==> src/rtl/me_block_scheduler_if.sv <==
// Bundle of job-control, loader, motion-estimator and result-stream signals for
// the block scheduler. The scheduler sits on the master side.
interface me_block_scheduler_if;
    logic        go;
    logic [7:0]  num_blocks;
    logic        abort;
    logic        ld_req;
    logic        ld_ack;
    logic [7:0]  mb_index;
    logic        me_start;
    logic [7:0]  me_bestdist;
    logic [3:0]  me_motionx;
    logic [3:0]  me_motiony;
    logic        res_valid;
    logic        res_ready;
    logic [23:0] res_data;
    logic        busy;
    logic        done;

    modport master (
        input  go, num_blocks, abort, ld_ack, me_bestdist, me_motionx, me_motiony, res_ready,
        output ld_req, mb_index, me_start, res_valid, res_data, busy, done
    );

    modport slave (
        output go, num_blocks, abort, ld_ack, me_bestdist, me_motionx, me_motiony, res_ready,
        input  ld_req, mb_index, me_start, res_valid, res_data, busy, done
    );
endinterface

==> src/rtl/me_block_scheduler.sv <==
// Sequences load / search / settle / store for each macroblock of a job and
// queues the motion-estimator results in a small FIFO for the consumer.
module me_block_scheduler #(
    parameter int SEARCH_CYCLES = 4112,
    parameter int FIFO_DEPTH    = 4
) (
    input  logic                clock,
    input  logic                reset_n,
    me_block_scheduler_if.master bus
);
    localparam int CNT_W   = $clog2(SEARCH_CYCLES + 1);
    localparam int PTR_W   = $clog2(FIFO_DEPTH);
    localparam int FCOUNTW = PTR_W + 1;

    typedef enum logic [2:0] {IDLE, LOAD, SEARCH, SETTLE, STORE} state_t;

    state_t             state_q, state_d;
    logic [CNT_W-1:0]   cnt_q, cnt_d;
    logic [7:0]         mb_q, mb_d;
    logic [7:0]         nblk_q, nblk_d;
    logic               done_q, done_d;
    logic [23:0]        mem_q [FIFO_DEPTH];
    logic [PTR_W-1:0]   wr_q, rd_q;
    logic [FCOUNTW-1:0] count_q;
    logic               push, pop, full, empty;
    logic [23:0]        entry;

    assign empty = (count_q == '0);
    assign full  = (count_q == FCOUNTW'(FIFO_DEPTH));
    assign pop   = !empty && bus.res_ready;
    assign entry = {mb_q, bus.me_bestdist, bus.me_motiony, bus.me_motionx};

    always_comb begin
        state_d = state_q;
        cnt_d   = cnt_q;
        mb_d    = mb_q;
        nblk_d  = nblk_q;
        done_d  = 1'b0;
        push    = 1'b0;
        // abort outranks every other transition, including a pending push
        if (state_q != IDLE && bus.abort) begin
            state_d = IDLE;
        end else begin
            case (state_q)
                IDLE: begin
                    if (bus.go && !bus.abort) begin
                        if (bus.num_blocks != 8'd0) begin
                            nblk_d  = bus.num_blocks;
                            mb_d    = 8'd0;
                            state_d = LOAD;
                        end else begin
                            done_d = 1'b1;
                        end
                    end
                end
                LOAD: begin
                    if (bus.ld_ack) begin
                        cnt_d   = '0;
                        state_d = SEARCH;
                    end
                end
                SEARCH: begin
                    if (cnt_q == CNT_W'(SEARCH_CYCLES - 1)) begin
                        state_d = SETTLE;
                    end else begin
                        cnt_d = cnt_q + 1'b1;
                    end
                end
                SETTLE: state_d = STORE;
                STORE: begin
                    // a full FIFO still accepts the push when the head leaves this cycle
                    if (!full || pop) begin
                        push = 1'b1;
                        if (mb_q == nblk_q - 8'd1) begin
                            state_d = IDLE;
                            done_d  = 1'b1;
                        end else begin
                            mb_d    = mb_q + 8'd1;
                            state_d = LOAD;
                        end
                    end
                end
                default: state_d = IDLE;
            endcase
        end
    end

    always_ff @(posedge clock or negedge reset_n) begin
        if (!reset_n) begin
            state_q <= IDLE;
            cnt_q   <= '0;
            mb_q    <= 8'd0;
            nblk_q  <= 8'd0;
            done_q  <= 1'b0;
        end else begin
            state_q <= state_d;
            cnt_q   <= cnt_d;
            mb_q    <= mb_d;
            nblk_q  <= nblk_d;
            done_q  <= done_d;
        end
    end

    always_ff @(posedge clock or negedge reset_n) begin
        if (!reset_n) begin
            wr_q    <= '0;
            rd_q    <= '0;
            count_q <= '0;
        end else begin
            if (push) wr_q <= wr_q + 1'b1;
            if (pop)  rd_q <= rd_q + 1'b1;
            case ({push, pop})
                2'b10:   count_q <= count_q + 1'b1;
                2'b01:   count_q <= count_q - 1'b1;
                default: count_q <= count_q;
            endcase
        end
    end

    always_ff @(posedge clock) begin
        if (push) mem_q[wr_q] <= entry;
    end

    assign bus.ld_req    = (state_q == LOAD);
    assign bus.me_start  = (state_q == SEARCH);
    assign bus.mb_index  = mb_q;
    assign bus.res_valid = !empty;
    assign bus.res_data  = empty ? 24'd0 : mem_q[rd_q];
    assign bus.busy      = (state_q != IDLE);
    assign bus.done      = done_q;
endmodule

==> src/flat_wrapper.sv <==
// flat-port wrapper written by rule: the top's interface ports become plain ports
module me_block_scheduler_flat 
#(
    parameter int SEARCH_CYCLES = 4112,
    parameter int FIFO_DEPTH    = 4
)
  (clock, reset_n, bus_go, bus_num_blocks, bus_abort, bus_ld_ack, bus_me_bestdist, bus_me_motionx, bus_me_motiony, bus_res_ready, bus_ld_req, bus_mb_index, bus_me_start, bus_res_valid, bus_res_data, bus_busy, bus_done);
  me_block_scheduler_if bus_i ();
  input  logic clock;
  input  logic reset_n;
  input wire logic [$bits(bus_i.go)-1:0] bus_go;
  input wire logic [$bits(bus_i.num_blocks)-1:0] bus_num_blocks;
  input wire logic [$bits(bus_i.abort)-1:0] bus_abort;
  input wire logic [$bits(bus_i.ld_ack)-1:0] bus_ld_ack;
  input wire logic [$bits(bus_i.me_bestdist)-1:0] bus_me_bestdist;
  input wire logic [$bits(bus_i.me_motionx)-1:0] bus_me_motionx;
  input wire logic [$bits(bus_i.me_motiony)-1:0] bus_me_motiony;
  input wire logic [$bits(bus_i.res_ready)-1:0] bus_res_ready;
  output wire logic [$bits(bus_i.ld_req)-1:0] bus_ld_req;
  output wire logic [$bits(bus_i.mb_index)-1:0] bus_mb_index;
  output wire logic [$bits(bus_i.me_start)-1:0] bus_me_start;
  output wire logic [$bits(bus_i.res_valid)-1:0] bus_res_valid;
  output wire logic [$bits(bus_i.res_data)-1:0] bus_res_data;
  output wire logic [$bits(bus_i.busy)-1:0] bus_busy;
  output wire logic [$bits(bus_i.done)-1:0] bus_done;
  assign bus_i.go = bus_go;
  assign bus_i.num_blocks = bus_num_blocks;
  assign bus_i.abort = bus_abort;
  assign bus_i.ld_ack = bus_ld_ack;
  assign bus_i.me_bestdist = bus_me_bestdist;
  assign bus_i.me_motionx = bus_me_motionx;
  assign bus_i.me_motiony = bus_me_motiony;
  assign bus_i.res_ready = bus_res_ready;
  assign bus_ld_req = bus_i.ld_req;
  assign bus_mb_index = bus_i.mb_index;
  assign bus_me_start = bus_i.me_start;
  assign bus_res_valid = bus_i.res_valid;
  assign bus_res_data = bus_i.res_data;
  assign bus_busy = bus_i.busy;
  assign bus_done = bus_i.done;
  me_block_scheduler #(.SEARCH_CYCLES(SEARCH_CYCLES), .FIFO_DEPTH(FIFO_DEPTH)) u_core (.clock(clock), .reset_n(reset_n), .bus(bus_i));
endmodule
==> config.mk <==
export PLATFORM = sky130hd
export DESIGN_NAME = me_block_scheduler_flat
export DESIGN_NICKNAME = d
export VERILOG_FILES = /design/src/rtl/me_block_scheduler_if.sv /design/src/rtl/me_block_scheduler.sv /design/src/flat_wrapper.sv
export SDC_FILE = /design/constraint.sdc
export NUM_CORES = 1
export LEC_CHECK = 0
export CAP_MARGIN = 30
export CORE_MARGIN = 2
export CORE_UTILIZATION = 56
export DETAILED_ROUTE_END_ITERATION = 16
export PLACE_DENSITY = 0.76
export SLEW_MARGIN = 15
export SYNTH_ARGS = -nofsm -noshare
export SYNTH_HDL_FRONTEND = slang
export SYNTH_SLANG_ARGS = --single-unit
==> constraint.sdc <==
create_clock -name clock -period 3.6 [get_ports clock]
set_input_delay 0.72 -clock clock [delete_from_list [all_inputs] [get_ports clock]]
set_output_delay 0.72 -clock clock [all_outputs]
set_load 0.01 [all_outputs]
Word-level counts from Yosys, hierarchy flattened
Memories as Yosys holds them, arrays and structs flattened.
Index checks and enable logic that the tools add are counted.
Widths: inputs -> output; s select.
{"block": "totals", "output_inout_bits": 37, "ff_bits": 40, "wordCells": 84, "ramBits": 96, "mem_count": 1, "input_bits": 30}
{"name": "u_core.mem_q", "words": 4, "word_bits": 24, "rd": 1, "rd_ports_with_merged_regs": 0, "wr": 1, "line": "me_block_scheduler.sv:22", "rtl": "logic [23:0] mem_q [FIFO_DEPTH];"}
{"block": "op_classes", "bitwise": 1, "reduce_logical": 18, "mux": 29, "n_eq_ne": 20, "n_addsub": 7}
{"cell": "$mux 8", "count": 4}
{"cell": "$mux 13", "count": 2}
{"cell": "$pmux 13 s2", "count": 1}
{"cell": "$mux 24", "count": 1}
{"cell": "$mux 3", "count": 6}
{"cell": "$pmux 8 s2", "count": 1}
{"cell": "$pmux 3 s5", "count": 1}
{"cell": "$add 13x1->13 const B", "count": 1}
{"cell": "$eq 13x13->1 const B", "count": 1}
{"cell": "$ne 3x1->1 const B", "count": 4}
{"cell": "$mux 1", "count": 11}
{"cell": "$add 8x1->8 const B", "count": 1}
{"cell": "$eq 8x8->1", "count": 1}
{"cell": "$reduce_and 4->1", "count": 2}
{"cell": "$reduce_bool 8->1", "count": 1}
{"cell": "$sub 8x1->8 const B", "count": 1}
{"cell": "$eq 3x2->1 const B", "count": 2}
{"cell": "$eq 3x3->1 const B", "count": 2}
{"cell": "$logic_not 3->1", "count": 2}
{"cell": "$ne 2x1->1 const B", "count": 3}
{"cell": "$ne 2x2->1 const B", "count": 3}
{"cell": "$pmux 3 s2", "count": 1}
{"cell": "$reduce_and 6->1", "count": 1}
{"cell": "$reduce_bool 2->1", "count": 3}
{"cell": "14 further kinds", "count": 19}

Logic depth before layout (Yosys ltp)
{"block": "depth", "depth_word": 9, "depth_mapped": 11, "mapped_depth_nobuf": 10}

Least setup slack after synthesis
No wires, ideal clock.
{"block": "synth_timing", "kind": "reg-to-output", "from": "register u_core.rd_q[0]", "to": "output port bus_res_data[10]", "slack_ns": 0.888, "required_time_ns": 2.880, "arrival_time_ns": 1.992, "path_buffers": 2, "path_stages_with_launch": 5, "cell_sequence": "dfrtp_1 -> clkbuf_1 -> buf_1 -> mux4_2 -> and2_1"}
{"block": "synth_between", "elab_chain_len": 2}
{"item": "start: declaration", "line": "me_block_scheduler.sv:23", "rtl": "logic [PTR_W-1:0] wr_q, rd_q;"}
{"item": "start signal: assignment", "line": "me_block_scheduler.sv:111", "rtl": "if (pop) rd_q <= rd_q + 1'b1;"}
{"item": "$mem_v2 4x24"}
{"item": "$mux 24", "line": "me_block_scheduler.sv:128", "rtl": "assign bus.res_data = empty ? 24'd0 : mem_q[rd_q];"}
{"item": "end: declaration", "line": "flat_wrapper.sv:23", "rtl": "output wire logic [$bits(bus_i.res_data)-1:0] bus_res_data;"}
Every way passes these cells.

Final worst setup path
{"block": "layout_timing", "from": "register u_core.rd_q[0]", "to": "output port bus_res_data[6]"}
Same word-level chain as after synthesis.

==> results.cfg <==
[pwr]
clkPwrFrac_pct = 31.8
internal_power_w = 0.00374
seq_power_share_pct = 37.8
power_switching_w = 0.00153
power_density_mw_per_mm2 = 707
power_frac_comb_pct = 30.4
p_leak_nw = 2.70
swShare_pct = 29.1
peakVddDrop_mv = 0.386

[die]
ios = 67
start_util_pct = 58.1
chipWidth_um = 108
rows = 37
die_area_sq_mm = 0.0116
core_sq_mm = 0.0104
die_y_um = 108

[final_layout]
diodes = 0
multi_input_area_sq_mm = 0.00201
drive_above_1_share_pct = 13.9
final_cell_mix = edfxtp_1, clkdlybuf4s50_1, dfrtp_1
final_common_cell = edfxtp_1
fin_nets = 539
fillers = 685
area_growth_pct = 23.7
seqCellArea_sq_mm = 0.00389

[logic_synthesis]
async_reset_ff_share_pct = 29.4
ys_ff_latch = 136
syn_inst = 424
synthSimpleGateAreaFrac_pct = 13.4
synth_top_family_by_area = simple AND/OR/NAND/NOR gates
synthAdderAreaFrac_pct = 1.99
netlist_area_sq_mm = 0.00603
synth-seq-area-share_pct = 64.5
synth_xor_area_share_pct = 2.47
synth_compound_area_share_pct = 5.79
syn_nets = 463
synthFlopType = edfxtp_1
synth-edff-count = 96
synthDistinctLibCells = 47
syn_avg_cell_area_sq_um = 14.2
yosys_warnings = 0
synth_mux_area_share_pct = 9.63

[global_route]
gr-total-overflow = 0
antenna_found_initial = 0
grt_pass1_vias = 3574
grt_usage_pct = 21.7
grt_max_degree = 41
grt_pass1_wl_mm = 18.6

[routing]
drcViolationCount = 0
vias_per_cell = 5.58
avgRoutedWirePerCell_um = 17.4
wirelength_mm = 11.3
drt_pass1_iterations = 4
vias = 3614
drtIter0Drc = 157
drtAntennaViolNets = 0

[sta]
final.period_utilization_pct = 92.3
min_period_ns = 3.32
fin_setup_tns_ns = 0
setup_viol = 0
rsz0062_at_grt = no
fin_skew_ns = 0.0106
slew_viol_final = 0
hold_viol_final = 0
layout_setup_ws_ns = 0.278
max_freq_mhz = 301
worst_slew_pin_slew_ns = 0.747
slew_headroom_pct = 50.2

[critical_path]
worstPathArrival_ns = 2.60
worstReg2RegStart = u_core.nblk_q[0]
r2r_cells = 9
start_kind = flop
crit_fanout = 22
worstReg2RegEnd = u_core.bus.mb_index[1]
endpoint_kind = output pin
path_class = reg -> out
required_ns = 2.88
reg2reg_slack_ns = 1.03

[min_path]
hold_path_class = in -> async

[clocking]
h-tree-depth = 4
clk_latency_ns = 0.52
clkTransAtPathRegs_ns = 0.06
root_buffer = clkbuf_8
cts_tree = built
cts_num_sinks = 136
clockBufferDepth = 2
cts_buffers = 17
cts_setup_buffers = 0

[job]
max-cap-violations = 0

[run_status]
status = completed

[placed_design]
io_buffers = 66
hpwl_mm = 7.04
gp_congestion = 0.807
preCtsSetupSlack_ns = 0.471
[worst max-delay path by stage]
stage | startpoint | end | slack (ns) | depth (start not counted)
after CTS | u_core.rd_q[0] | bus_res_data[5] | 0.02 | 4
final | u_core.rd_q[0] | bus_res_data[6] | 0.28 | 4
after global placement | bus_res_ready | u_core.count_q[2] | 0.60 | 11
after detailed placement | bus_res_ready | u_core.count_q[2] | 0.47 | 11
after floorplan | u_core.rd_q[0] | bus_res_data[10] | 0.89 | 4
after global routing | u_core.rd_q[0] | bus_res_data[5] | 0.09 | 4
[state kept, by name, summed over array words and instances (netlist names)]
register,flops
u_core.rd_q,2
u_core.wr_q,2
u_core.nblk_q,8
u_core.state_q,3
u_core.mem_q,96
u_core.count_q,3
u_core.bus.mb_index,8
u_core.bus.done,1
u_core.cnt_q,13
[metrics by stage]
stage	total power (W)	cell area [sq um]	hold slack [ns]	utilization, %	instances
floorplan	0.00302	6030	0.424	-	424
global placement	0.00359	6860	0.470	66.1	616
detailed placement	0.00363	6860	0.478	66.1	616
global route	0.00556	7450	0.0195	71.9	648
CTS	0.00531	7430	0.333	71.6	647
finish	0.00527	7450	0.0328	71.9	648
[routing by layer]
metal / wire length [um] / vias up / track usage, %
li1: - / 1740 / -
met1: 4990 / 1766 / 29.0
met2: 5590 / 97 / 34.5
met3: 591 / 11 / 6.42
met4: 133 / 0 / 6.78
met5: 0 / - / 0
[worst max-delay path: stages (launching register included)]
cell	delay (ns)
dfrtp_4	0.71
buf_4	0.25
mux4_2	0.49
and2_1	0.16
clkdlybuf4s50_1	0.47
[Yosys cell counts (2+ instances only)]
library cell   n  area [sq um]
nor2_1        18          67.6
nand3_1        6          30.0
o31ai_1        4          30.0
or3_1         10          62.6
xor2_1         7          61.3
and2_1        30           188
xnor2_1       10          87.6
a21oi_1        9          45.0
clkbuf_1      14          52.6
nand3b_1       2          15.0
or4_1          6          45.0
ha_1           8           100
and3_1         4          25.0
mux2i_1        4          40.0
o21ai_0       24           120
a31oi_1        2          12.5
nor4b_1        2          17.5
dfrtp_1       40          1000
nor4_1         2          12.5
inv_1         15          56.3
nor3_1         9          45.0
mux4_2        24           541
edfxtp_1      96          2880
buf_1          2          7.51
o21ai_1        3          15.0
nand4_1        4          25.0
or2_2          2          12.5
o211ai_1       4          30.0
nand2b_1      10          62.6
nand2_1       36           135
[cell type report]
type | instances | area share [%]
timing repair buffer | 75 | 10.2
tap | 136 | 2.28
clock inverter | 14 | 2.12
inverter | 15 | 0.756
clock buffer | 17 | 5.56
sequential | 136 | 52.2
multi-input combinational | 255 | 26.9
[logic make-up after synthesis]
logic type      after synthesis
fa+ha+maj                     9
mux                          28
compound gates               54
simple gates                147
xor+xnor                     17
buf+inv                      33
flops                       136
[power groups by stage]
stage	registers [W]	logic, W	clock network, W
3_5_place_dp	0.00202	0.00160	0
5_1_grt	0.00203	0.00175	0.00178
4_1_cts	0.00200	0.00162	0.00170
3_3_place_gp	0.00202	0.00157	0
2_1_floorplan	0.00190	0.00112	0
6_report	0.00199	0.00160	0.00167
[repair_timing]
item,in CTS,in global routing
endpoints found under the hold margin,0,0
resized for setup,0,1
setup endpoints to repair,0,5
hold buffers,0,0
No activity file was read; power rests on OpenSTA's default activity.
